## src/rtl/uart_rx_fifo_if.sv

```systemverilog
// Handshake bundle between the UART receiver/host side and the receive FIFO.
// master drives strobes and read-ready; slave (the FIFO) returns status and head data.
interface uart_rx_fifo_if #(
   parameter int DBIT  = 8,
   parameter int DEPTH = 16
);
   localparam int LW = $clog2(DEPTH) + 1;

   logic            tick;
   logic            wr_en;
   logic [DBIT-1:0] wr_data;
   logic            rd_valid;
   logic            rd_ready;
   logic [DBIT-1:0] rd_data;
   logic [LW-1:0]   level;
   logic            full;
   logic            empty;
   logic            overrun;
   logic            ovr_clr;
   logic            timeout;

   modport master (
      output tick, wr_en, wr_data, rd_ready, ovr_clr,
      input  rd_valid, rd_data, level, full, empty, overrun, timeout
   );

   modport slave (
      input  tick, wr_en, wr_data, rd_ready, ovr_clr,
      output rd_valid, rd_data, level, full, empty, overrun, timeout
   );
endinterface

```

## src/rtl/uart_rx_fifo.sv

```systemverilog
// Circular receive FIFO behind the UART receiver: FWFT read, sticky overrun.
// Optional idle-timeout flag is built only when UART_RX_FIFO_TIMEOUT_EN is defined.
module uart_rx_fifo #(
   parameter int DBIT          = 8,
   parameter int DEPTH         = 16,
   parameter int TIMEOUT_TICKS = 640
) (
   input logic             clk,
   input logic             rst_n,
   uart_rx_fifo_if.slave   bus_io
);
   localparam int AW = $clog2(DEPTH);
   localparam int PW = AW + 1;

   logic [DBIT-1:0] mem_q [DEPTH];
   logic [PW-1:0]   wr_ptr_q, wr_ptr_d;
   logic [PW-1:0]   rd_ptr_q, rd_ptr_d;
   logic            ovr_q, ovr_d;
   logic [PW-1:0]   level;
   logic            full, empty, push, pop, drop;

   // Extra pointer MSB separates full (difference DEPTH) from empty (difference 0).
   assign level = wr_ptr_q - rd_ptr_q;
   assign empty = (level == '0);
   assign full  = (level == PW'(DEPTH));

   assign pop  = !empty && bus_io.rd_ready;
   assign push = bus_io.wr_en && (!full || pop);
   assign drop = bus_io.wr_en && full && !pop;

   always_comb begin
      wr_ptr_d = wr_ptr_q;
      rd_ptr_d = rd_ptr_q;
      ovr_d    = ovr_q;
      if (push) wr_ptr_d = wr_ptr_q + PW'(1);
      if (pop)  rd_ptr_d = rd_ptr_q + PW'(1);
      if (drop)                ovr_d = 1'b1;
      else if (bus_io.ovr_clr) ovr_d = 1'b0;
   end

   always_ff @(posedge clk) begin
      if (!rst_n) begin
         wr_ptr_q <= '0;
         rd_ptr_q <= '0;
         ovr_q    <= 1'b0;
      end else begin
         wr_ptr_q <= wr_ptr_d;
         rd_ptr_q <= rd_ptr_d;
         ovr_q    <= ovr_d;
      end
   end

   always_ff @(posedge clk) begin
      if (push) mem_q[wr_ptr_q[AW-1:0]] <= bus_io.wr_data;
   end

   assign bus_io.rd_valid = !empty;
   assign bus_io.rd_data  = mem_q[rd_ptr_q[AW-1:0]];
   assign bus_io.level    = level;
   assign bus_io.full     = full;
   assign bus_io.empty    = empty;
   assign bus_io.overrun  = ovr_q;

`ifdef UART_RX_FIFO_TIMEOUT_EN
   localparam int CW = $clog2(TIMEOUT_TICKS);
   localparam logic [CW-1:0] CNT_MAX = CW'(TIMEOUT_TICKS - 1);

   logic [CW-1:0] cnt_q, cnt_d;
   logic          tmo_q, tmo_d;
   logic          idle_clr;

   // Any traffic, or nothing buffered, restarts the silence measurement.
   assign idle_clr = push || pop || empty;

   always_comb begin
      cnt_d = cnt_q;
      tmo_d = tmo_q;
      if (idle_clr) begin
         cnt_d = '0;
         tmo_d = 1'b0;
      end else if (bus_io.tick) begin
         if (cnt_q == CNT_MAX) tmo_d = 1'b1;
         else                  cnt_d = cnt_q + CW'(1);
      end
   end

   always_ff @(posedge clk) begin
      if (!rst_n) begin
         cnt_q <= '0;
         tmo_q <= 1'b0;
      end else begin
         cnt_q <= cnt_d;
         tmo_q <= tmo_d;
      end
   end

   assign bus_io.timeout = tmo_q;
`else
   localparam int UNUSED_TIMEOUT_TICKS = TIMEOUT_TICKS;
   logic unused_tick;
   assign unused_tick    = bus_io.tick;
   assign bus_io.timeout = 1'b0;
`endif
endmodule

```

## src/flat_wrapper.sv

```systemverilog
// flat-port wrapper written by rule: the top's interface ports become plain ports
module uart_rx_fifo_flat 
#(
   parameter int DBIT          = 8,
   parameter int DEPTH         = 16,
   parameter int TIMEOUT_TICKS = 640
)
  (clk, rst_n, bus_io_tick, bus_io_wr_en, bus_io_wr_data, bus_io_rd_ready, bus_io_ovr_clr, bus_io_rd_valid, bus_io_rd_data, bus_io_level, bus_io_full, bus_io_empty, bus_io_overrun, bus_io_timeout);
  uart_rx_fifo_if #(.DBIT(DBIT), .DEPTH(DEPTH)) bus_io_i ();
  input logic clk;
  input logic rst_n;
  input wire logic [$bits(bus_io_i.tick)-1:0] bus_io_tick;
  input wire logic [$bits(bus_io_i.wr_en)-1:0] bus_io_wr_en;
  input wire logic [$bits(bus_io_i.wr_data)-1:0] bus_io_wr_data;
  input wire logic [$bits(bus_io_i.rd_ready)-1:0] bus_io_rd_ready;
  input wire logic [$bits(bus_io_i.ovr_clr)-1:0] bus_io_ovr_clr;
  output wire logic [$bits(bus_io_i.rd_valid)-1:0] bus_io_rd_valid;
  output wire logic [$bits(bus_io_i.rd_data)-1:0] bus_io_rd_data;
  output wire logic [$bits(bus_io_i.level)-1:0] bus_io_level;
  output wire logic [$bits(bus_io_i.full)-1:0] bus_io_full;
  output wire logic [$bits(bus_io_i.empty)-1:0] bus_io_empty;
  output wire logic [$bits(bus_io_i.overrun)-1:0] bus_io_overrun;
  output wire logic [$bits(bus_io_i.timeout)-1:0] bus_io_timeout;
  assign bus_io_i.tick = bus_io_tick;
  assign bus_io_i.wr_en = bus_io_wr_en;
  assign bus_io_i.wr_data = bus_io_wr_data;
  assign bus_io_i.rd_ready = bus_io_rd_ready;
  assign bus_io_i.ovr_clr = bus_io_ovr_clr;
  assign bus_io_rd_valid = bus_io_i.rd_valid;
  assign bus_io_rd_data = bus_io_i.rd_data;
  assign bus_io_level = bus_io_i.level;
  assign bus_io_full = bus_io_i.full;
  assign bus_io_empty = bus_io_i.empty;
  assign bus_io_overrun = bus_io_i.overrun;
  assign bus_io_timeout = bus_io_i.timeout;
  uart_rx_fifo #(.DBIT(DBIT), .DEPTH(DEPTH), .TIMEOUT_TICKS(TIMEOUT_TICKS)) u_core (.clk(clk), .rst_n(rst_n), .bus_io(bus_io_i));
endmodule
```

## config.mk

```make
export PLATFORM = sky130hd
export DESIGN_NAME = uart_rx_fifo_flat
export DESIGN_NICKNAME = d
export VERILOG_FILES = /design/src/rtl/uart_rx_fifo_if.sv /design/src/rtl/uart_rx_fifo.sv /design/src/flat_wrapper.sv
export SDC_FILE = /design/constraint.sdc
export NUM_CORES = 1
export LEC_CHECK = 0
export ABC_AREA = 1
export BUFFER_PORTS_ARGS = -buffer_cell sky130_fd_sc_hd__buf_2
export CAP_MARGIN = 0
export CORE_AREA = 8 8 110 112
export CTS_CLUSTER_SIZE = 24
export DETAILED_ROUTE_END_ITERATION = 10
export DIE_AREA = 0 0 118 120
export HOLD_SLACK_MARGIN = 0.03
export PLACE_DENSITY = 0.88
export SKIP_CTS_REPAIR_TIMING = 1
export SYNTH_ARGS = -nofsm -noshare
export SYNTH_HDL_FRONTEND = slang
export SYNTH_SLANG_ARGS = --single-unit
```

## constraint.sdc

```tcl
create_clock -name clk -period 3.39 [get_ports clk]
set_clock_uncertainty 0.2 [all_clocks]
set_input_delay 1.017 -clock clk [delete_from_list [all_inputs] [get_ports clk]]
set_output_delay 1.017 -clock clk [all_outputs]
set_load 0.05 [all_outputs]
```

==> impl_results.md, run 1 <==
* # port buffers at 29
* Unique masters post-synth at 35
* Crit-path max FO at 3
* Filler Cells Inserted at around 660
* Initial Util at 59.1%
* DRT Pass-1 Iters at 6
* Die Ht at between 100 and 150 microns
* Endpoint type of the worst setup path: output pin
* Finished Layout Cells at just under 700
* Crit path time final at around 3.7 ns
* Int Pwr at roughly 3400 uW
* Post-synthesis cell area at slightly above 6000 sq um
* I/O pin count at 32
* Power share of the combinational group at 22.3%
* Via count at about 4000
* Final setup margin at -0.266 ns
* Dpl cells at around 640
* Yosys warnings at 0
* Initial antenna violation count at 0
* Sw Share at 29.2%
* Layout cells sized above 1 at between 20 and 25%
* Req. time, crit path at around 2.2 ns
* Max-cap violations at 0
* CTS Sinks at roughly 140
* Crit Path Category: reg -> out
* Die W at approximately 120 microns
* Die area at 14200 sq um
* PD cells at 662 nW/um^2
* Worst-Skew Late Latency at around 0.52 ns
* Vias in the first global route at about 3900
* Mapped Nets at approximately 500
* Top delay family on crit path: simple AND/OR/NAND/NOR gates
* Final Hold Viols at 0
* Final nets at about 550
* Worst path buffer plus inverter count at 3
* Seq pwr share at about 41%
* TritonCTS clock tree: built
* GRT Util Overall at between 10% and 20%
* Drt total wl at ~14000 microns
* Max Freq at approximately 270 MHz
* DR vias/cell at 5.81
* CTS Buf Count at 17
* Post-synthesis sequential area ratio at 66.7%
* Row cnt at 38
* Largest cells by area after synthesis: edfxtp_1 (62%), mux2i_1 (5.2%), dfxtp_1 (4.8%)
* Hold Path Class: reg -> reg
* Net switching power at between 1000 and 1500 uW
* Largest net degree at the start of global routing at 55
* Slowest cell on the critical path: fa_2
* Worst slew pin tran at ~0.85 ns
* Period utilization at 108%
* Routability cong. at just over 0.8
* Area Growth Syn to Fin at 18.2%
* Clock tree buffer depth at 2
* Failing checks: setup timing
* DRT iter0 DRCs at a little under 500
* Max-slew headroom at between 40% and 50%
* # DRC at 0
* Crit-path cells: inv_4 > ha_4 > inv_2 > fa_2 > or2_4 > nor2_4 > nand2_1 > nor2_2 > buf_6
* Fin util at a little over two thirds
* Crit path launch type: register
* Status: finished with violations
* Slowest stage delay, CP at 0.45 ns
* Ant. Diodes at 0
* Post-synthesis cell count at between 400 and 500
* Leakage at ~0.0027 uW
* Clk pin slew, worst setup/hold paths at about 0.06 ns
* RSZ-0062 raised after global routing: yes
* Post-route ant nets at 0
* Global-route wire length before repair at between 20000 and 25000 microns
* Peak supply drop at about 0.53 mV
* Clock network power share at between 30% and 40%
* Avg Inst Size Synth at between 10 and 15 sq um
* Worst EP arrival at around 2.4 ns
* Cell taking the most area after synthesis: edfxtp_1
* Routed WL per cell at between 20 and 25 microns
* Total gr overflow at 0
* Post-synthesis register bit count at 143
* Final Max Slew Viols at 0
* Root Buffer: clkbuf_8
* Core Footprint at 10500 sq um
* H-Tree Level Count at 4
* Top cell type's share of synthesized area at between 60% and 70%
* Final setup fails at 3
* Post-detail-place hpwl at 8140 microns
stage by stage:
| stage | TNS [ns] | total power [uW] | hold WS [ns] | setup WS, ns | instance area, sq um |
|---|---|---|---|---|---|
| 6_report | -0.648 | 4860 | 0.268 | -0.266 | 7340 |
| 5_1_grt | -0.979 | 5020 | 0.321 | -0.346 | 7340 |
| 4_1_cts | -1.43 | 4710 | 0.270 | -0.426 | 7100 |
| 3_5_place_dp | 0 | 2940 | 0.257 | 0.152 | 6530 |
| 3_3_place_gp | 0 | 2900 | 0.250 | 0.185 | 6530 |
| 2_1_floorplan | 0 | 2740 | 0.267 | 0.00665 | 6230 |
per-layer routing:
| metal | vias to the layer above | track usage (%) | part of all wire, % |
|---|---|---|---|
| met4 | 0 | 8.89 | 2.1 |
| met2 | 206 | 32.9 | 54 |
| met5 | - | 0 | 0 |
| met1 | 1884 | 20.1 | 36 |
| li1 | 1827 | - | - |
| met3 | 32 | 5.78 | 7.5 |
power groups by stage:
| stage | registers [uW] | logic [uW] | clock network [uW] |
|---|---|---|---|
| 2_1_floorplan | 2010 | 724 | 0 |
| 3_3_place_gp | 2020 | 880 | 0 |
| 3_5_place_dp | 2030 | 913 | 0 |
| 4_1_cts | 1990 | 921 | 1790 |
| 5_1_grt | 1990 | 1150 | 1880 |
| 6_report | 1990 | 1090 | 1780 |
final cells by class:
type	instances	area, sq um	share of cell area [%]
inverters	55	225	3.07
repair buffers	54	457	6.22
clock buffers	18	418	5.69
clock inverters	13	148	2.01
well taps	140	175	2.39
multi-input cells	257	1760	24.0
flip-flops and latches	143	4160	56.6
layout by cell type, fill, tap and decap left out, types with 4 or more instances in the layout:
master     synthesis  routed
a21oi_1           38      38
buf_2              6      18
buf_4              3      19
buf_6              2       7
clkbuf_16          0      18
clkbuf_4           0       5
clkinv_2           0       6
dfxtp_1           15      10
edfxtp_1         128     128
ha_1               9       7
inv_1             51      48
mux2i_1           32      32
nand2_1           23      23
nand2_4            7       7
nand3_1           23      22
nor2_1            21      21
nor2_2             4       4
o211ai_1          32      32
o21ai_0           41      34
o21ai_1            2       8
xor2_1             5       5
logic make-up (layout without fill, tap and decap cells):
group / count (synthesis) / after routing / share of synthesized area, %
flip-flops: 143 / 143 / 66.7
multiplexers: 32 / 32 / 5.16
adder cells (fa/ha/maj): 10 / 10 / 2.14
other: 1 / 1 / 0.0604
XOR/XNOR: 9 / 9 / 1.39
AND/OR/NAND/NOR: 89 / 89 / 8.18
buffers and inverters: 79 / 140 / 5.52
AO/OA/AOI/OAI: 116 / 116 / 10.8
final timing paths:
path                                             from               endpoint  slack (ns)  cells after the start
worst max register to register     u_core.wr_ptr_q[0]     u_core.mem_q[4][5]        0.42                     13
worst max-delay path               u_core.wr_ptr_q[0]            bus_io_full       -0.27                      9
worst min-delay path            u_core.bus_io.overrun  u_core.bus_io.overrun        0.27                      2
worst min register to register  u_core.bus_io.overrun  u_core.bus_io.overrun        0.27                      2
Yosys cell counts:
| library cell | n |
|---|---|
| xor2_1 | 5 |
| fa_1 | 1 |
| clkinv_1 | 1 |
| a21oi_2 | 3 |
| o211ai_1 | 32 |
| buf_4 | 3 |
| dfxtp_1 | 15 |
| nand3_4 | 1 |
| clkbuf_1 | 13 |
| nand4_4 | 1 |
| nand3b_1 | 1 |
| mux2i_1 | 32 |
| a21oi_1 | 38 |
| nand3_1 | 23 |
| nor2_4 | 2 |
| ha_1 | 9 |
| nand2_8 | 1 |
| nand2_4 | 7 |
| nand2_1 | 23 |
| xor2_2 | 1 |
| inv_1 | 51 |
| xnor2_1 | 3 |
| nand2_2 | 3 |
| or2_0 | 1 |
| buf_6 | 2 |
| buf_2 | 6 |
| o21ai_0 | 41 |
| o21ai_1 | 2 |
| nand3_2 | 1 |
| nor2_2 | 4 |
| conb_1 | 1 |
| inv_2 | 2 |
| inv_12 | 1 |
| nor2_1 | 21 |
| edfxtp_1 | 128 |
flip-flops by register name, summed over array words and instances (netlist names), named ones only:
| register | count |
|---|---|
| u_core.mem_q | 128 |
| u_core.wr_ptr_q | 5 |
| u_core.rd_ptr_q | 5 |
| u_core.bus_io.overrun | 1 |
worst reg2reg max path: cells and delay by family (launching register included):
kind          cells  cell delay [ns]
simple gates      8             1.31
fa+ha+maj         2             0.51
flops             1             0.36
buf+inv           3             0.21
No activity file was read; power rests on OpenSTA's default activity.
==> run 2, diff against run 1 <==
- MAX_ROUTING_LAYER: unset -> met4
==> impl_results.md, run 2 (same netlist as run 1, synthesis figures left out) <==
* Total gr overflow at 0 (unchanged)
* Clock tree buffer depth at 2 (unchanged)
* Filler Cells Inserted at 654 (was 658)
* Drt total wl at 13800 microns (about the same)
* Most used cells in the layout excluding fill and tap cells: edfxtp_1 (128), inv_1 (48), a21oi_1 (38), o21ai_0 (34) (unchanged)
* Root Buffer: clkbuf_8 (unchanged)
* CTS Sinks at 143 (unchanged)
* Peak supply drop at 0.536 mV (was 0.535 mV)
* Crit-path max FO at 3 (unchanged)
* Met3 usage at 6.67% (was 5.78%)
* Max Freq at 273 MHz (was 274 MHz)
* Failing checks: setup timing (unchanged)
* Total chip power at 4860 uW (about the same)
* Global-route wire length before repair at 20100 microns (unchanged)
* CTS Buf Count at 17 (unchanged)
* Leakage at 0.00267 uW (about the same)
* GRT Util Overall at 19.2% (was 18.6%)
* Worst EP arrival at 2.44 ns (about the same)
* WHS Path Cells at 2 (unchanged)
* I/O pin count at 32 (unchanged)
* Worst slew pin tran at 0.850 ns (was 0.848 ns)
* Crit path launch type: register (unchanged)
* Final Max Slew Viols at 0 (unchanged)
* Row cnt at 38 (unchanged)
* Hold Path Class: reg -> reg (unchanged)
* Met1 GRT Util at 20.2% (was 20.1%)
* Final Hold Viols at 0 (unchanged)
* Routed WL per cell at 20.3 microns (about the same)
* Layout cells sized above 1 at 23.1% (was 23.0%)
* Endpoint type of the worst setup path: output pin (unchanged)
* Die area at 14200 sq um (unchanged)
* Max-cap violations at 0 (unchanged)
* DR vias/cell at 5.90 (was 5.81)
* Vias in the first global route at 3904 (was 3902)
* R2R depth at 13 (unchanged)
* Register area at 4160 sq um (about the same)
* TritonCTS clock tree: built (unchanged)
* Worst-Skew Late Latency at 0.52 ns (about the same)
* Final nets at 552 (unchanged)
* # port buffers at 29 (unchanged)
* Req. time, crit path at 2.17 ns (about the same)
* Multi-input gate area at 1760 sq um (unchanged)
* Area Growth Syn to Fin at 18.1% (was 18.2%)
* Largest net degree at the start of global routing at 55 (unchanged)
* RSZ-0062 raised after global routing: yes (unchanged)
* Flip-flop count of the largest register after layout at 128 (unchanged)
* Commonest non-fill, non-tap cell in the layout: edfxtp_1 (unchanged)
* Post-route ant nets at 0 (unchanged)
* Max-slew headroom at 43.1% (was 43.2%)
* PD cells at 662 nW/um^2 (about the same)
* Hold WS at 0.268 ns (about the same)
* Post-detail-place hpwl at 8140 microns (unchanged)
* # DRC at 0 (unchanged)
* Clk pin slew, worst setup/hold paths at 0.06 ns (about the same)
* Final setup fails at 4 (was 3)
* Crit path time final at 3.66 ns (about the same)
* Core Footprint at 10500 sq um (unchanged)
* Initial antenna violation count at 0 (unchanged)
* Routability cong. at 0.840 (was 0.828)
* Global-route track usage on met2 at 32.8% (was 32.9%)
* Initial Util at 59.1% (unchanged)
* Final setup margin at -0.268 ns (was -0.266 ns)
* Die W at 118 microns (unchanged)
* DRT iter0 DRCs at 588 (was 483)
* Crit Path Category: reg -> out (unchanged)
* Flop2flop setup slack at 0.43 ns (was 0.42 ns)
* Status: finished with violations (unchanged)
* GRT busiest layer: met2 (unchanged)
* Ant. Diodes at 0 (unchanged)
* DRT Pass-1 Iters at 5 (was 6)
* Period utilization at 108% (about the same)
* Via count at 4014 (was 3949)
* H-Tree Level Count at 4 (unchanged)
* Die Ht at 120 microns (unchanged)
[run 2: cell types whose count changed in the layout (fill, tap and decap cells not counted)]
cell      before  now
dfxtp_1       10    9
buf_4         19   22
buf_2         18   19
dfxtp_2        3    4
buf_6          7    6
clkbuf_4       5    2
[run 2: final timing paths]
kind | from | endpoint
worst max-delay path | u_core.wr_ptr_q[0] | bus_io_full
worst min-delay path | u_core.bus_io.overrun | u_core.bus_io.overrun
worst max register to register | u_core.wr_ptr_q[0] | u_core.mem_q[9][1]
worst min register to register | u_core.bus_io.overrun | u_core.bus_io.overrun
[run 2: final cells by class]
cell class / instances / area share [%]
flip-flops and latches: 143 / 56.7
multi-input cells: 257 / 24.0
repair buffers: 54 / 6.14
clock buffers: 18 / 5.70
inverters: 55 / 3.07
well taps: 140 / 2.39
clock inverters: 13 / 2.01
[run 2: critical path, stage by stage (launching register included)]
cell	delay, ns
dfxtp_4	0.37
inv_4	0.05
ha_4	0.14
inv_2	0.06
fa_2	0.45
or2_4	0.27
nor2_4	0.18
nand2_1	0.09
nor2_2	0.14
buf_6	0.17
[run 2: report_power, final]
group,internal (uW),switching (uW),leakage [uW]
Combinational,373,706,0.00111
Clock,1100,679,0.000277
Sequential,1960,31.5,0.00128
[run 2: per-stage QoR]
step | setup WS (ns) | instance area, sq um | setup TNS, ns | cells | util (%)
2_1_floorplan | 0.00665 | 6230 | 0 | 479 | -
3_3_place_gp | 0.185 | 6530 | 0 | 636 | 62.2
3_5_place_dp | 0.152 | 6530 | 0 | 636 | 62.2
4_1_cts | -0.426 | 7100 | -1.43 | 667 | 67.5
5_1_grt | -0.349 | 7340 | -1.04 | 680 | 69.8
6_report | -0.268 | 7340 | -0.651 | 680 | 69.8
[run 2: layer usage]
layer  vias up  wire, microns
li1       1827              -
met1      1927           5140
met2       220           7360
met3        40            977
met4         0            352
met5         -              0
==> run 3, diff against run 2 <==
- SKIP_CTS_REPAIR_TIMING: 1 -> unset
==> impl_results.md, run 3 (same netlist as run 1, synthesis figures left out) <==
* Dpl ws at 0.152 ns (unchanged)
* Status: finished with violations (unchanged)
* Worst slew pin tran at 0.866 ns (was 0.850 ns)
* Final Max Slew Viols at 0 (unchanged)
* DRT iter0 DRCs at 461 (was 588)
* Leakage at 0.00275 uW (was 0.00267 uW)
* Max Freq at 283 MHz (was 273 MHz)
* Cell area after layout at 7470 sq um (was 7340 sq um)
* Initial antenna violation count at 0 (unchanged)
* GRT busiest layer: met2 (unchanged)
* Peak supply drop at 0.581 mV (was 0.536 mV)
* Die Ht at 120 microns (unchanged)
* TritonCTS clock tree: built (unchanged)
* Clock tree buffer depth at 2 (unchanged)
* Period utilization at 104% (was 108%)
* Die W at 118 microns (unchanged)
* Hold Path Class: reg -> reg (unchanged)
* I/O pin count at 32 (unchanged)
* RSZ-0062 raised after global routing: yes (unchanged)
* Worst-Skew Late Latency at 0.52 ns (about the same)
* Commonest non-fill, non-tap cell in the layout: edfxtp_1 (unchanged)
* Crit Path Category: reg -> out (unchanged)
* Crit path launch type: register (unchanged)
* Routed WL per cell at 20.9 microns (was 20.3 microns)
* WHS Path Cells at 2 (unchanged)
* Seq pwr share at 40.4% (was 41.0%)
* Root Buffer: clkbuf_8 (unchanged)
* H-Tree Level Count at 4 (unchanged)
* Clock network power share at 36.2% (was 36.7%)
* Met3 usage at 6.90% (was 6.67%)
* Flip-flop count of the largest register after layout at 128 (unchanged)
* Initial Util at 59.1% (unchanged)
* Die area at 14200 sq um (unchanged)
* CTS Buf Count at 17 (unchanged)
* Power share of the combinational group at 23.4% (was 22.2%)
* Max-slew headroom at 42.0% (was 43.1%)
* Core Footprint at 10500 sq um (unchanged)
* Total gr overflow at 0 (unchanged)
* Routability cong. at 0.840 (unchanged)
* # DRC at 0 (unchanged)
* Hold WS at 0.303 ns (was 0.268 ns)
* Int Pwr at 3490 uW (was 3440 uW)
* Met1 GRT Util at 20.8% (was 20.2%)
* Most used cells in the layout excluding fill and tap cells: edfxtp_1 (128), inv_1 (48), o21ai_0 (39), a21oi_1 (37), buf_4 (35) (was edfxtp_1 (128), inv_1 (48), a21oi_1 (38), o21ai_0 (34))
* Hold_buf cts at 0
* Layout cells sized above 1 at 25.5% (was 23.1%)
* Net switching power at 1440 uW (was 1420 uW)
* R2R depth at 13 (unchanged)
* Final setup fails at 3 (was 4)
* DR vias/cell at 5.94 (was 5.90)
* CTS Sinks at 143 (unchanged)
* Req. time, crit path at 2.17 ns (about the same)
* Sw Share at 29.3% (was 29.2%)
* Max-cap violations at 0 (unchanged)
* Endpoint type of the worst setup path: output pin (unchanged)
* Clk pin slew, worst setup/hold paths at 0.06 ns (about the same)
* Area Growth Syn to Fin at 20.3% (was 18.1%)
* Post-detail-place hpwl at 8140 microns (unchanged)
* Post-route ant nets at 0 (unchanged)
* Crit path time final at 3.53 ns (was 3.66 ns)
* Drt total wl at 14500 microns (was 13800 microns)
* PD cells at 660 nW/um^2 (was 662 nW/um^2)
* Vias in the first global route at 4122 (was 3904)
* Placed cell areas at 6530 sq um (unchanged)
* Global-route track usage on met2 at 34.8% (was 32.8%)
* Via count at 4117 (was 4014)
* Ant. Diodes at 0 (unchanged)
* # port buffers at 29 (unchanged)
* Final Hold Viols at 0 (unchanged)
* Final setup margin at -0.140 ns (was -0.268 ns)
* Worst EP arrival at 2.31 ns (was 2.44 ns)
* DRT Pass-1 Iters at 5 (unchanged)
* Largest net degree at the start of global routing at 33 (was 55)
* Global-route wire length before repair at 21100 microns (was 20100 microns)
* Final nets at 565 (was 552)
* GRT Util Overall at 20.2% (was 19.2%)
* Failing checks: setup timing (unchanged)
* Row cnt at 38 (unchanged)
* Crit-path max FO at 3 (unchanged)
## run 3: changes by cell type in the layout (fill, tap and decap cells not counted), moves of 2 or more
cell,before,now
buf_4,22,35
clkbuf_4,2,0
inv_4,1,3
inv_2,3,1
o21ai_0,34,39
nand2_1,23,21
nand2_2,3,5
o21ai_1,8,4
## run 3: final cells by class
cell class	instances	area (sq um)
clock buffer	18	418
inverter	55	230
sequential	143	4160
fill	627	3040
clock inverter	13	148
timing repair buffer	67	566
multi-input combinational	257	1780
tap	140	175
## run 3: metal layers
layer  vias up  wire (microns)  part of all wire, %
met1      1989            5200                   36
met4         0             394                  2.7
met3        40            1090                  7.5
met2       241            7800                   54
li1       1847               -                    -
met5         -               0                    0
## run 3: what timing repair did
item	in CTS	in global routing
endpoints found under the setup margin	10	13
buffers inserted	14	10
pin swaps	6	9
gates cloned	1	1
gates resized for setup	14	36
## run 3: power by group through the flow
stage                     logic (uW)  clock network [uW]  registers, uW
after global placement           880                   0           2020
after CTS                       1010                1790           1990
after detailed placement         913                   0           2030
after floorplan                  724                   0           2010
after global routing            1230                1880           1990
final                           1160                1790           1990
## run 3: path summary, 6_finish.rpt
path	start	to	slack (ns)
worst max register to register	u_core.wr_ptr_q[0]	u_core.mem_q[12][4]	0.22
worst max-delay path	u_core.wr_ptr_q[0]	bus_io_empty	-0.14
worst min-delay path	u_core.bus_io.overrun	u_core.bus_io.overrun	0.30
worst min register to register	u_core.bus_io.overrun	u_core.bus_io.overrun	0.30
## run 3: through the flow
stage               std cells  total power (uW)  setup TNS (ns)  util [%]
floorplan                 479              2740               0         -
global placement          636              2900               0      62.2
detailed placement        636              2940               0      62.2
CTS                       682              4800          -0.618      69.3
global route              693              5100          -0.623      71.1
finish                    693              4930          -0.363      71.1
## run 3: worst max-delay path, stage by stage, from the launching register on
cell	delay, ns
dfxtp_4	0.36
inv_4	0.06
ha_4	0.12
inv_4	0.03
fa_2	0.40
buf_6	0.14
xor2_4	0.15
nor2_4	0.18
nand3_4	0.11
clkinvlp_4	0.09
buf_8	0.13
